[config.mk]
export PLATFORM = sky130hd
export DESIGN_NAME = mem_arbiter
export DESIGN_NICKNAME = d
export VERILOG_FILES = /design/src/rtl/mem_arbiter.sv
export SDC_FILE = /design/constraint.sdc
export NUM_CORES = 1
export LEC_CHECK = 0
export ABC_CLOCK_PERIOD_IN_PS = 3000
export CAP_MARGIN = 20
export CORE_ASPECT_RATIO = 0.9
export CORE_MARGIN = 2
export CORE_UTILIZATION = 40
export CTS_CLUSTER_DIAMETER = 50
export DETAILED_ROUTE_END_ITERATION = 10
export PLACE_DENSITY = 0.95
export SYNTH_ARGS = -nofsm -noshare
export SYNTH_HDL_FRONTEND = slang
export SYNTH_SLANG_ARGS = --single-unit
[constraint.sdc]
create_clock -name CLK -period 3 [get_ports CLK]
set_input_delay 0.3 -clock CLK [delete_from_list [all_inputs] [get_ports CLK]]
set_output_delay 0.3 -clock CLK [all_outputs]
set_load 0.01 [all_outputs]
[src/rtl/mem_arbiter.sv]
// mem_arbiter: shares one single-ported RAM between instruction fetch and data access.
//
// Data requests win arbitration by default. A starvation counter forces an
// instruction grant once STARVE_MAX data grants have been made while an
// instruction fetch is waiting. A granted RAM access always runs to completion.
// After each access the arbiter spends one turnaround cycle in IDLE, which gives
// the requester an edge to drop its request.
//
// Ports:
//   CLK, RST            clock, synchronous active-high reset
//   iren/iaddr          instruction read request and address
//   iload/ihit          instruction word and completion pulse
//   dren/dwen           data read / write request (write wins if both are high)
//   daddr/dstore        data address and write data
//   dload/dhit          read data and completion pulse
//   ramREN/ramWEN       RAM read / write enables, never high together
//   ramaddr/ramstore    RAM address and write data, driven from registers
//   ramload/ramready    RAM read data, and completion of the current access
module mem_arbiter #(
  parameter int ADDR_W     = 32,
  parameter int WORD_W     = 32,
  parameter int STARVE_MAX = 4
) (
  input  logic              CLK,
  input  logic              RST,
  input  logic              iren,
  input  logic [ADDR_W-1:0] iaddr,
  output logic [WORD_W-1:0] iload,
  output logic              ihit,
  input  logic              dren,
  input  logic              dwen,
  input  logic [ADDR_W-1:0] daddr,
  input  logic [WORD_W-1:0] dstore,
  output logic [WORD_W-1:0] dload,
  output logic              dhit,
  output logic              ramREN,
  output logic              ramWEN,
  output logic [ADDR_W-1:0] ramaddr,
  output logic [WORD_W-1:0] ramstore,
  input  logic [WORD_W-1:0] ramload,
  input  logic              ramready
);

  // The counter is at least 3 bits wide, and wider if STARVE_MAX needs it.
  localparam int CNT_W_MIN = $clog2(STARVE_MAX + 1);
  localparam int CNT_W     = (CNT_W_MIN > 3) ? CNT_W_MIN : 3;
  localparam logic [CNT_W-1:0] STARVE_LIM = CNT_W'(STARVE_MAX);

  typedef enum logic [1:0] {
    IDLE   = 2'd0,
    IFETCH = 2'd1,
    DREAD  = 2'd2,
    DWRITE = 2'd3
  } state_e;

  state_e            state_q, state_d;
  logic [ADDR_W-1:0] addr_q, addr_d;
  logic [WORD_W-1:0] store_q, store_d;
  logic [CNT_W-1:0]  starve_q, starve_d;
  logic              dreq;
  logic              data_win;

  assign dreq = dren | dwen;

  // The data port wins unless an instruction fetch is waiting and the data port
  // has already used its allowance of consecutive grants.
  assign data_win = dreq && ((starve_q < STARVE_LIM) || !iren);

  // State register, latched grant address/data and starvation counter.
  always_ff @(posedge CLK) begin
    if (RST) begin
      state_q  <= IDLE;
      addr_q   <= '0;
      store_q  <= '0;
      starve_q <= '0;
    end else begin
      state_q  <= state_d;
      addr_q   <= addr_d;
      store_q  <= store_d;
      starve_q <= starve_d;
    end
  end

  // Next-state logic. Arbitration only happens in IDLE, so every access is
  // followed by a single turnaround cycle before the next grant.
  always_comb begin
    state_d  = state_q;
    addr_d   = addr_q;
    store_d  = store_q;
    starve_d = starve_q;
    unique case (state_q)
      IDLE: begin
        if (data_win) begin
          state_d = dwen ? DWRITE : DREAD;
          addr_d  = daddr;
          store_d = dstore;
          if (!iren) begin
            starve_d = '0;
          end else if (starve_q < STARVE_LIM) begin
            starve_d = starve_q + 1'b1;
          end
        end else if (iren) begin
          state_d  = IFETCH;
          addr_d   = iaddr;
          starve_d = '0;
        end else begin
          starve_d = '0;
        end
      end
      IFETCH, DREAD, DWRITE: begin
        // A withdrawn request does not abort the access, because the RAM is
        // already committed to it.
        if (ramready) begin
          state_d = IDLE;
        end
      end
      default: state_d = IDLE;
    endcase
  end

  // RAM side. These outputs depend only on registers, never on requester inputs.
  always_comb begin
    ramREN   = (state_q == IFETCH) || (state_q == DREAD);
    ramWEN   = (state_q == DWRITE);
    ramaddr  = (state_q != IDLE) ? addr_q : '0;
    ramstore = (state_q == DWRITE) ? store_q : '0;
  end

  // Requester side. A hit is suppressed if the owning request was withdrawn.
  always_comb begin
    ihit  = (state_q == IFETCH) && ramready && iren;
    dhit  = ((state_q == DREAD)  && ramready && dren) ||
            ((state_q == DWRITE) && ramready && dwen);
    iload = ihit ? ramload : '0;
    dload = (dhit && (state_q == DREAD)) ? ramload : '0;
  end

endmodule

# Word level (Yosys, flattened, before mapping)

Index checks and enable logic that the tools add are counted.

Shift operators: 0
Reduce and logical (&&, ||, !) cells: 20
Div/mod/pow operators: 0
Equality and inequality tests: 6
Multiplexer cells: 14
$lt $le $gt $ge: 1
Add/subtract/negate cells: 1
$mul: 0
Bitwise gates (word level): 1

Operators with widths:

| operator            | count |
|---|---|
| $mux 32             | 6 |
| $mux 3              | 3 |
| $logic_and 1x1->1   | 8 |
| $reduce_and 2->1    | 4 |
| $mux 2              | 3 |
| $eq 2x2->1 const B  | 2 |
| $pmux 2 s2          | 1 |
| $reduce_bool 2->1   | 2 |
| $add 3x1->3 const B | 1 |
| $logic_or 1x1->1    | 3 |
| $lt 3x3->1 const B  | 1 |
| $ne 3x2->1 const B  | 1 |
| $ne 3x3->1 const B  | 1 |
| $reduce_or 3->1     | 1 |
| $eq 2x1->1 const B  | 1 |
| $logic_not 2->1     | 1 |
| $ne 2x2->1 const B  | 1 |
| $logic_not 1->1     | 1 |
| $mux 1              | 1 |
| $or 1x1->1          | 1 |

ROM bits: 0
Bits in latches: 0
Bits in registers: 69
Input bits: 134
Memories kept: 0
Bits in writable memories: 0

# Depth between registers and ports, before layout

Gate-level depths: netlist (run 1).

Word-level depth: 6
Gate-level depth with buffers: 7

# Least setup slack after synthesis (run 1)

OpenSTA, ideal clock, no wires.

Path type: reg2out
Start point: register state_q[1]
End point: output port dload[10]
Slack: 1382 ps
Stages on the path, launching flop included: 6
Arrival time: 1318 ps
Path buffers: 1
Cells stage by stage: dfxtp_1 -> ha_1 -> a21oi_1 -> nor2_1 -> clkbuf_1 -> and2_1

Cells in the longest elaborated chain, start to end: 6

Ends and longest elaborated chain:

| element                        | RTL line | text |
|---|---|---|
| start, declared                | 56       | `state_e state_q, state_d;` |
| start signal, assigned         | 77       | `state_q <= state_d;` |
| $eq 2x2->1                     | -        |  |
| named net ramWEN               | 37       | `output logic ramWEN,` |
| $logic_and 1x1->1 (2 in a row) | 133      | `((state_q == DWRITE) && ramready && dwen);` |
| $logic_or 1x1->1               | 132      | `dhit = ((state_q == DREAD) && ramready && dren) \|\|` |
| $logic_and 1x1->1              | 135      | `dload = (dhit && (state_q == DREAD)) ? ramload : '0;` |
| $mux 32                        | 135      |  |
| end, declared                  | 34       | `output logic [WORD_W-1:0] dload,` |

The timed path passes the listed nets, and every way through them passes these cells.

# Final worst setup path (run 1)

Start point: input port iren
End point: output port iload[13]

Cells in the longest elaborated chain, start to end: 2

Ends and longest elaborated chain:

| element           | RTL line | text |
|---|---|---|
| start, declared   | 26       | `input logic iren,` |
| $logic_and 1x1->1 | 131      | `ihit = (state_q == IFETCH) && ramready && iren;` |
| $mux 32           | 134      | `iload = ihit ? ramload : '0;` |
| end, declared     | 28       | `output logic [WORD_W-1:0] iload,` |

Every way passes these cells.

==> impl.org, run 1 <==
** Timing
- Hold timing on the final database bottoms out at a slack of roughly 0.47 ns.
- Setup repair after global routing left no endpoint under its margin.
- Setup violations remaining at the end of the flow were counted as 0.
- After layout, the worst path uses roughly four fifths of the clock period.
- Post-route setup TNS :: 0 ns
- Once routing completed, OpenROAD measured the worst setup slack at 0.565 ns.
- Tightest Pin Transition :: about 1 ns
- Relative max-transition margin :: 33.6%
- Max Fclk :: 411 MHz
- On the final layout, the worst clock skew is 0.00698 ns.
- The number of slew-limit violations in the final report was 0.
- The total count of hold-check failures in the final report was 0.
- Final critical path time including I/O delays and setup :: between 2 and 2.5 ns

** Setup path
- STA puts the critical path data required time at roughly 2.7 ns.
- Cell depth of the worst flop-to-flop path :: 7
- Walking the worst path, the cells encountered are clkdlybuf4s50_1 > buf_4 > and3_1 > buf_4 > and2_1 > clkdlybuf4s50_1.
- The endpoint identified for the worst register-to-register timing path is addr_q[7].
- In this run the worst path has a maximum fanout of 33.
- Setup slack on the worst reg-to-reg path comes out at 0.95 ns.
- Library cell contributing the largest single delay on the critical path :: clkdlybuf4s50_1
- The worst setup path is launched from a primary input.
- Reg2Reg Launch Point :: state_q[0]
- The critical path in this run is classified as primary input to output port.
- Data on the critical path arrives at its endpoint at between 2 and 2.5 ns.
- On the worst path, the slowest cell contributes a delay of roughly 0.57 ns.
- Type of destination of the critical path :: output port

** Flow run
- Max-Cap Viols :: 0

** Global route
- Overall fraction of global-route tracks in use :: 25.7%
- Wire length of the first global-routing pass :: ~23,000 um
- Largest net degree at the start of global routing :: 65
- The number of global-route vias before repair is around 4,600.
- Overall overflow remaining after global route :: 0
- The initial antenna violation count is 3.

** Power
- Switching portion of total power :: 28.6%
- Combinational share of power :: a little under a third
- In this run the static leakage power is 2.63 nW.
- Total design power :: about 3.2 mW
- VDD sags by at most between 0.3 and 0.4 mV.
- Clock share of power :: around a third
- For this design the ratio of total power to cell area is about 450 nW/um2.
- The internal portion of the total power is 2.26 mW.
- Switching power total :: approximately 910 uW
- Power share of the sequential group :: 34.3%

** Finish
- The finished cells cover around 7100 um2.
- Fraction of layout cells with a size suffix above 1 :: between 8 and 9%
- At the end of the flow, the number of nets in the layout was between 800 and 900.
- In the layout the commonest cells are clkdlybuf4s50_1, and2_1, dfxtp_1, nand2_1, a21oi_1.
- Growth of design area from synthesis to finish :: 73.6%
- Measured on the finished design, the core utilization comes to approximately 72%.
- Final cell count without fillers :: approximately 890
- Most common cell after layout, fill and taps aside :: clkdlybuf4s50_1

** Synth
- Synthesis produced a netlist whose cell count is about 510.
- Nets in the synthesized netlist :: between 600 and 700
- For this run, the register share of the synthesized area comes to between 30% and 40%.
- Library cells used by synthesis :: 31
- Number of synthesized flops with an enable pin :: 0
- Of all flip-flops after synthesis, the portion carrying an async set or reset was 0%.
- A synthesized cell averages ~8 um2.
- Register bit count reported by yosys :: between 60 and 70
- Yosys warning total :: 0
- Among all flip-flop cells after synthesis, the most frequent one is dfxtp_1.
- Area of the mapped netlist :: 4080 um2

** Routing
- The detailed router placed 4,588 vias in this run.
- The final layout contains routed wiring with a total length of between 10,000 and 15,000 um.
- Detail-routed net length per standard cell :: about 17 um
- The count of nets left with antenna violations once routing finished came out at 0.
- After detailed routing, the number of remaining DRC violations is 0.
- The first TritonRoute pass finished after 4 iterations.
- Using the TritonRoute via totals, the vias-per-cell ratio works out to 5.18.
- The detailed router finished its first iteration with 209 violations.

** Floorplanning
- Floorplan Core Area :: 9780 um2
- Die X :: roughly 110 um
- Once the floorplan was initialized, standard cells occupied a little over two fifths of the core.
- The floorplan step defined a die boundary enclosing roughly 11,000 um2.
- Die H :: around 100 um
- Number of placement rows :: 34
- Number of placed I/O pins :: about 270

** Clocking
- Buffers added to address setup during post-CTS repair amount to 0.
- Deepest level of the CTS H-tree :: 3
- Counting along the longest clock path gives a buffer depth of 2.
- Once the clock tree was built, the resizer swapped 0 gates to a different size.
- CTS Buf Count :: 9
- Root buffer cell :: clkbuf_16
- Counting every sink on the clock net gives 69.
- Latest clock arrival within the worst-skew pair :: 0.33 ns
- # hold bufs at CTS :: 0
- Clock transition at the registers of the reported paths :: around 0.050 ns
- CTS tree :: yes

** Hold path
- The worst hold path begins at store_q[8].
- The worst hold path belongs to the class flip-flop to flip-flop.
- Hold Path Stages :: 2
- Terminating pin of the worst hold path :: store_q[8]

** Placed design
- Summed over all nets, the half-perimeter wirelength after detailed placement is approximately 11,000 um.
- Area after detailed placement :: between 6000 and 7000 um2
- OpenSTA, run right after detailed placement, puts the worst setup slack at 0.574 ns.
- Buffers added on ports :: about 270
- At the end of routability-driven placement, the weighted congestion stood at around 0.93.
- Including well taps, the total number of placed cells is 866.

** Status
- Outcome :: complete, no violations
[registers in the layout (all words and copies together), names as in the netlist]
register,count
store_q,32
state_q,2
starve_q,3
addr_q,32
[cells by family (layout without fill, tap and decap cells)]
kind of cell,after synthesis,in the layout,share of synthesized area [%]
buf+inv,52,297,6.71
other cells,0,3,0
simple gates,274,274,34.9
flops,69,69,33.8
fa+ha+maj,6,6,1.84
compound gates,111,111,22.7
[routing by layer]
metal | global-route usage (%) | share of wire (%)
met1 | 26.3 | 36
met2 | 48.4 | 53
met3 | 4.77 | 6.1
met4 | 16.3 | 5.3
met5 | 0 | 0
[cells in the mapped netlist (2+ instances only)]
library cell	n	area (um2)
and2_1	97	607
dfxtp_1	69	1380
nand2_1	67	251
a21oi_1	38	190
nor2_1	35	131
nor2b_1	33	206
a311oi_2	32	480
nand3_1	32	160
o21ai_0	29	145
clkbuf_1	24	90.1
buf_2	12	60.1
buf_6	6	67.6
ha_1	6	75.1
nand2b_1	5	31.3
buf_4	4	30.0
o21ai_1	4	20.0
clkbuf_2	3	15.0
inv_1	2	7.51
nand4b_1	2	17.5
[power groups by stage]
stage	logic, mW	clock network [mW]	registers [mW]
finish	0.965	1.12	1.09
global route	1.04	1.17	1.10
CTS	0.957	1.13	1.09
detailed placement	0.951	0	1.11
global placement	0.917	0	1.10
floorplan	0.550	0	1.09
[layout make-up]
type / instances / area, um2
multi-input combinational: 391 / 2430
fill: 705 / 2700
clock inverter: 6 / 87.6
clock buffer: 10 / 229
inverter: 2 / 7.51
sequential: 69 / 1380
antenna: 3 / 7.51
tap: 126 / 158
timing repair buffer: 279 / 2790
[critical path: cells and delay by family]
| family | cells | cell delay [ns] |
|---|---|---|
| buffers and inverters | 4 | 1.47 |
| AND/OR/NAND/NOR | 2 | 0.35 |
[worst max path at each step]
stage                          start        end  slack [ns]  depth (start not counted)
after floorplan           state_q[1]  dload[10]        1.38                          5
final                           iren  iload[13]        0.57                          6
after global routing      state_q[0]  dload[25]        0.44                          7
after detailed placement        iren  iload[13]        0.57                          6
after global placement          dwen  addr_q[8]        0.58                          5
after CTS                       iren  iload[13]        0.57                          6
Note: power is estimated with default switching activity, not from simulation.
==> inputs of run 2 (changes only) <==
ABC_CLOCK_PERIOD_IN_PS = 2100   (was 3000)
CORE_UTILIZATION = 33   (was 40)
PLACE_DENSITY = 0.89   (was 0.95)
clock period = 2.1 ns   (was 3 ns; I/O delays follow)
==> impl.org, run 2 (synthesized netlist as in run 1, its figures left out) <==
** Routing
- Iteration-0 DRC Markers :: about 290
- After detailed routing, the number of vias per cell comes to 4.85.
- Dividing the detail-routed wire length by the instance count gives 15.2 um.
- The detail route stage leaves a number of antenna-violating nets equal to 0.
- Detailed routing inserted a total of 4,507 vias.
- Total wire length after detailed routing :: about 14,000 um
- Total DRC errors in the routed layout :: 0
- The first detailed-routing pass ran for 4 iterations.

** Setup path
- Tracing the worst setup path back leads to its startpoint at state_q[1].
- In this run the worst path has a maximum fanout of 9.
- CP peak stage delay :: about 0.36 ns
- CP required :: approximately 1.9 ns
- Worst setup path class :: flip-flop to output port
- STA classifies the critical path startpoint as a flip-flop.
- Crit-path most repeated cell :: buf_4
- The largest individual stage delay along the critical path comes from the cell dfxtp_2.
- Data arrives at the worst endpoint at ~1.8 ns.
- Type of destination of the critical path :: output port
- The startpoint identified for the worst register-to-register timing path is state_q[1].
- Traced cell by cell, the critical path runs through ha_4 > a21oi_2 > nor2_4 > buf_4 > buf_4 > and2_1 > dlygate4sd2_1.

** Clocking
- Deepest clock path buffer count :: 2
- Root buffer cell :: clkbuf_16
- CTS tree :: yes
- The clock reaches the later pin of the worst-skew pair after 0.33 ns.
- In this run the number of H-tree levels came out at 3.
- Counting the buffers created by CTS gives 9.
- Total clock sinks :: about 70
- Clock transition at the registers of the reported paths :: 0.07 ns
- # hold bufs at CTS :: 0

** Timing
- Number of setup violations in the final report :: 0
- Max Fclk :: between 400 and 500 MHz
- Final Hold Fails :: 0
- The number of slew-limit violations in the final report came to 0.
- Tightest Pin Transition :: ~0.6 ns
- Across the routed clock network, the largest skew measured is approximately 0.009 ns.
- Adding up every negative setup slack in the final design gives 0 ns.
- The worst path meets setup with between 0.04 and 0.05 ns of slack.
- The worst pin sits at a relative slew slack of between 50 and 60%.
- After layout, the minimum clock period comes to 2.05 ns.
- Setup repair after global routing could not meet its margin everywhere.
- Final clock period utilization by the worst path :: between 90 and 100%

** Finish
- Summing all flip-flop and latch instances after layout gives between 1000 and 1500 um2.
- The filler cells instantiated in the layout total approximately 1,100.
- Most common cell after layout, fill and taps aside :: clkdlybuf4s50_1
- For this run, the post-layout net count is roughly 900.
- The largest registers in the layout are addr_q (32), store_q (32), starve_q (3).
- Cells fill 59.8% of the core in the end.
- Relative to the synthesized area, the layout overhead comes to 76.9%.
- Summing all multi-input logic gate instances after layout gives ~2500 um2.
- Once layout is complete, the cells apart from fillers number just over 900.
- Fraction of layout cells with a size suffix above 1 :: 11.2%
- The library cells used most frequently in the layout, excluding fill and tap cells, are clkdlybuf4s50_1, and2_1, dlygate4sd2_1, dfxtp_1, nand2_1.

** Floorplanning
- Die X :: around 120 um
- Number of placement rows :: 38
- Number of placed I/O pins :: roughly 270
- The total area inside the core boundary comes to between 10,000 and 15,000 um2.
- The initial utilization of the core area, before any placement, comes to approximately 34%.
- The die covers roughly 13,000 um2.
- From bottom edge to top edge, the die measures between 100 and 150 um.

** Flow run
- Max-Cap Viols :: 0

** Global route
- Global routing used about 5.4% of the available met3 tracks.
- Largest net degree at the start of global routing :: 54
- Global routing used 20.6% of the available tracks.
- Overall overflow remaining after global route :: 0
- Antenna violations before repair :: 2
- For this run, global-route usage on met1 was measured as 22.0%.
- Global routing consumed, on the met2 layer, about two fifths of the routing resources.
- Vias in the first global route :: 4,285
- The first global-routing pass estimated approximately 22,000 um of wire.
- After global routing, the most crowded layer is met2.

** Placed design
- Worst slack, placed :: -0.0533 ns
- Buffers added on ports :: about 270
- Routability-driven placement finished with a final weighted congestion of ~0.8.
- Cell Count Post-Placement :: 908
- Detailed placement finished with a half-perimeter wire length of 10,500 um.

** Power
- Largest vdd supply drop :: about 0.37 mV
- After layout, the design draws a total of between 4 and 5 mW.
- LEAKAGE :: ~3.3 nW
- Dividing total power by cell area gives a power density of about 600 nW/um2.

** Status
- The flow ran to the end, and the final reports show no timing, DRC or antenna violations.

** Hold path
- Worst min path class :: primary input to flip-flop
- In this run the most critical hold path is launched from RST.
## run 2: worst paths after layout
| kind | slack (ns) | to | cells past startpoint |
|---|---|---|---|
| setup / recovery | 0.05 | dload[17] | 7 |
| hold reg to reg | 0.47 | store_q[31] | 2 |
| setup reg to reg | 0.28 | addr_q[2] | 7 |
| hold / removal | 0.40 | store_q[22] | 2 |
## run 2: metrics by stage
| stage | instance area [um2] | hold WS [ns] |
|---|---|---|
| 2_1_floorplan | 4080 | 0.358 |
| 3_3_place_gp | 6920 | 0.454 |
| 3_5_place_dp | 6920 | 0.461 |
| 4_1_cts | 7160 | 0.393 |
| 5_1_grt | 7220 | 0.422 |
| 6_report | 7220 | 0.402 |
## run 2: layout make-up
class	count	share of cell area (%)
repair buffers	289	40.0
multi-input cells	391	34.1
flip-flops and latches	69	19.2
clock buffers	9	3.12
well taps	160	2.77
clock inverters	7	0.693
inverters	2	0.104
diodes	2	0.0693
## run 2: per-layer routing
metal | wire length [um] | vias to the layer above
met5 | 0 | -
met2 | 7550 | 175
li1 | - | 2231
met3 | 1050 | 19
met1 | 5260 | 2082
met4 | 250 | 0
## run 2: repair_timing
action / 4_1_cts / 5_1_grt
resized for setup: 97 / 19
setup endpoints to repair: 128 / 27
pin swaps: 1 / 0
cloned: 1 / 0
buffers inserted: 1 / 0
## run 2: power breakdown
part	switching, mW	internal (mW)	total [mW]
registers	0.0732	1.48	1.55
clock network	0.612	0.803	1.42
logic	0.647	0.716	1.36
total	1.33	3.00	4.33
## run 2: critical path, delay by kind of cell, from the launching register on
kind | cells | cell delay [ns]
DFF | 1 | 0.36
adders and majority gates | 1 | 0.18
AOI/OAI and AO/OA | 1 | 0.18
and+or+nand+nor | 2 | 0.22
buffers and inverters | 3 | 0.57
==> inputs of run 3 (changes only) <==
PLACE_DENSITY = 0.85   (was 0.89)
TNS_END_PERCENT = 50   (was not set)
==> impl.org, run 3 (synthesized netlist as in run 1, its figures left out) <==
** Status
- Outcome :: complete, no violations

** Hold path
- The tightest min-delay check is of the primary input to flip-flop type.
- In this run the most critical hold path is launched from RST.
- The worst hold path terminates at store_q[16].
- Hold Path Stages :: 2

** Flow run
- Max-cap violations in this run came to 0.

** Finish
- In the final layout, flip-flops and latches occupy ~1400 um2.
- Net count of the finished layout :: 899
- Fraction of layout cells with a size suffix above 1 :: 10.6%
- Filler cell count in the final layout :: 1,051
- Final cell count without fillers :: between 900 and 1,000
- Most common cell after layout, fill and taps aside :: clkdlybuf4s50_1
- Multi-input combinational cell area :: 2440 um2
- Growth of design area from synthesis to finish :: 82.4%
- Leaving out fill and tap cells, the most frequent cells in the layout are clkdlybuf4s50_1, and2_1, nand2_1, dfxtp_1, dlymetal6s2s_1.
- Registers with the most flip-flops :: addr_q (32), store_q (32), starve_q (3)

** Floorplanning
- Number of placed I/O pins :: approximately 270
- Initial core utilization :: 33.8%
- The die is 121 um wide.
- The floorplan has 38 rows.
- Area of the die :: ~13,000 um2
- Measured along the y axis, the die boundary spans 110 um.
- Floorplan Core Area :: 12,100 um2

** Routing
- Count of antenna-violating nets left after detailed routing :: 0
- Via Count :: roughly 4,500
- Total DRC errors in the routed layout :: 0
- Pre-Repair DR Iteration Count :: 4
- Iteration-0 DRC Markers :: ~190
- Using the TritonRoute via totals, the vias-per-cell ratio works out to approximately 4.9.
- In the final routed layout, each cell accounts on average for about 16 um.
- The final layout contains routed wiring with a total length of about 15,000 um.

** Clocking
- In this run, CTS created clock tree buffers numbering 9.
- Deepest clock path buffer count :: 2
- TritonCTS built the clock tree.
- Count of buffers added by post-CTS timing repair for setup :: 0
- Root buffer cell :: clkbuf_16
- The clock reaches the later pin of the worst-skew pair after between 0.3 and 0.4 ns.
- The tree built by TritonCTS fans out to 69 sinks.
- Buffers inserted to repair hold after CTS numbered 0.
- After clock tree synthesis, the clock-pin slew on the worst setup and hold paths is about 0.07 ns.
- In this run the number of H-tree levels came out at 3.

** Timing
- Setup repair after global routing could not meet its margin everywhere.
- The number of slew-limit violations in the final report is 0.
- Final critical path time including I/O delays and setup :: between 2 and 2.5 ns
- Max Fclk :: 489 MHz
- Number of setup violations in the final report :: 0
- For the pin with the worst max-slew slack, the measured transition is ~0.46 ns.
- Relative max-transition margin :: between 60 and 70%
- Across the routed clock network, the largest skew measured is around 0.007 ns.
- Final Hold Fails :: 0
- Final clock period utilization by the worst path :: approximately 97%

** Setup path
- The startpoint identified for the worst register-to-register timing path is state_q[0].
- Endpoint arrival time on the critical path :: 1.83 ns
- The worst register-to-register path ends at addr_q[10].
- The worst setup path is launched from a flip-flop.
- Type of destination of the critical path :: output port
- For the worst setup path, the data required time is 1.89 ns.
- Worst setup path class :: flip-flop to output port
- R2r setup slk :: about 0.35 ns
- Critical-path maximum fanout :: 16
- Cell depth of the worst flop-to-flop path :: 7

** Power
- Largest vdd supply drop :: 0.371 mV
- In this run the power density over the cells is 626 nW/um2.
- The design draws roughly 4.7 mW.
- In this run the static leakage power is a little under 4 nW.

** Global route
- Entering global routing, the biggest net connects 42 pins.
- Antenna violations before repair :: 2
- Across every metal layer, demand over resource in global routing totals a little over a fifth.
- Overall overflow remaining after global route :: 0
- Vias in the first global route :: 4,286
- Wire length of the first global-routing pass :: between 20,000 and 25,000 um

** Placed design
- Buffers placed on the I/O ports in this run total about 270.
- Dpl hpwl :: ~11,000 um
- Cell Count Post-Placement :: approximately 900
- At the end of routability-driven placement, the weighted congestion stood at around 0.78.
## run 3: timing repair
action                     CTS  global route
cloned                       1             1
resized for setup           52            55
pin swaps                    1             0
setup endpoints to repair  128            84
## run 3: critical path, stage by stage, from the launching register on
cell and delay, ns:
dfxtp_2 0.34, ha_2 0.22, a21oi_1 0.25, nor2_4 0.09, clkbuf_16 0.18, and2_1 0.16, dlygate4sd2_1 0.28
## run 3: cell type report
cell class	count	area share, %
repair buffers	286	41.3
clock inverters	7	1.41
inverters	2	0.101
clock buffers	9	3.02
diodes	2	0.0672
well taps	160	2.69
multi-input cells	391	32.8
flip-flops and latches	69	18.6
## run 3: routing by layer
metal | track usage (%) | wire (um) | part of all wire [%]
met5 | 0 | 0 | 0
met4 | 7.22 | 269 | 1.8
met3 | 7.00 | 1250 | 8.5
met2 | 40.7 | 8050 | 54
met1 | 21.6 | 5240 | 35
## run 3: stage by stage
stage          util (%)  setup slack (ns)   TNS, ns  instance area, um2  hold WS [ns]
6_report           61.7            0.0553         0                7450         0.331
5_1_grt            61.7           -0.0204    -0.156                7450         0.342
4_1_cts            60.1            -0.114     -1.25                7260         0.314
3_5_place_dp       57.4           -0.0576    -0.293                6940         0.463
3_3_place_gp       57.4          -0.00306  -0.00306                6940         0.454
2_1_floorplan         -             0.572         0                4080         0.358
## run 3: power breakdown
| part | switching, mW | internal, mW |
|---|---|---|
| registers | 0.0702 | 1.48 |
| logic | 0.660 | 0.748 |
| clock network | 0.645 | 1.06 |
| total | 1.38 | 3.29 |
## run 3: how the worst max path moves through the flow
stage,slack (ns),start,end,depth (start not counted)
finish,0.06,state_q[0],dload[15],6
global route,-0.02,state_q[0],ramstore[11],4
CTS,-0.11,state_q[0],dload[6],6
detailed placement,-0.06,dren,store_q[25],5
global placement,-0.003,dren,store_q[19],5
floorplan,0.57,state_q[1],dload[10],5
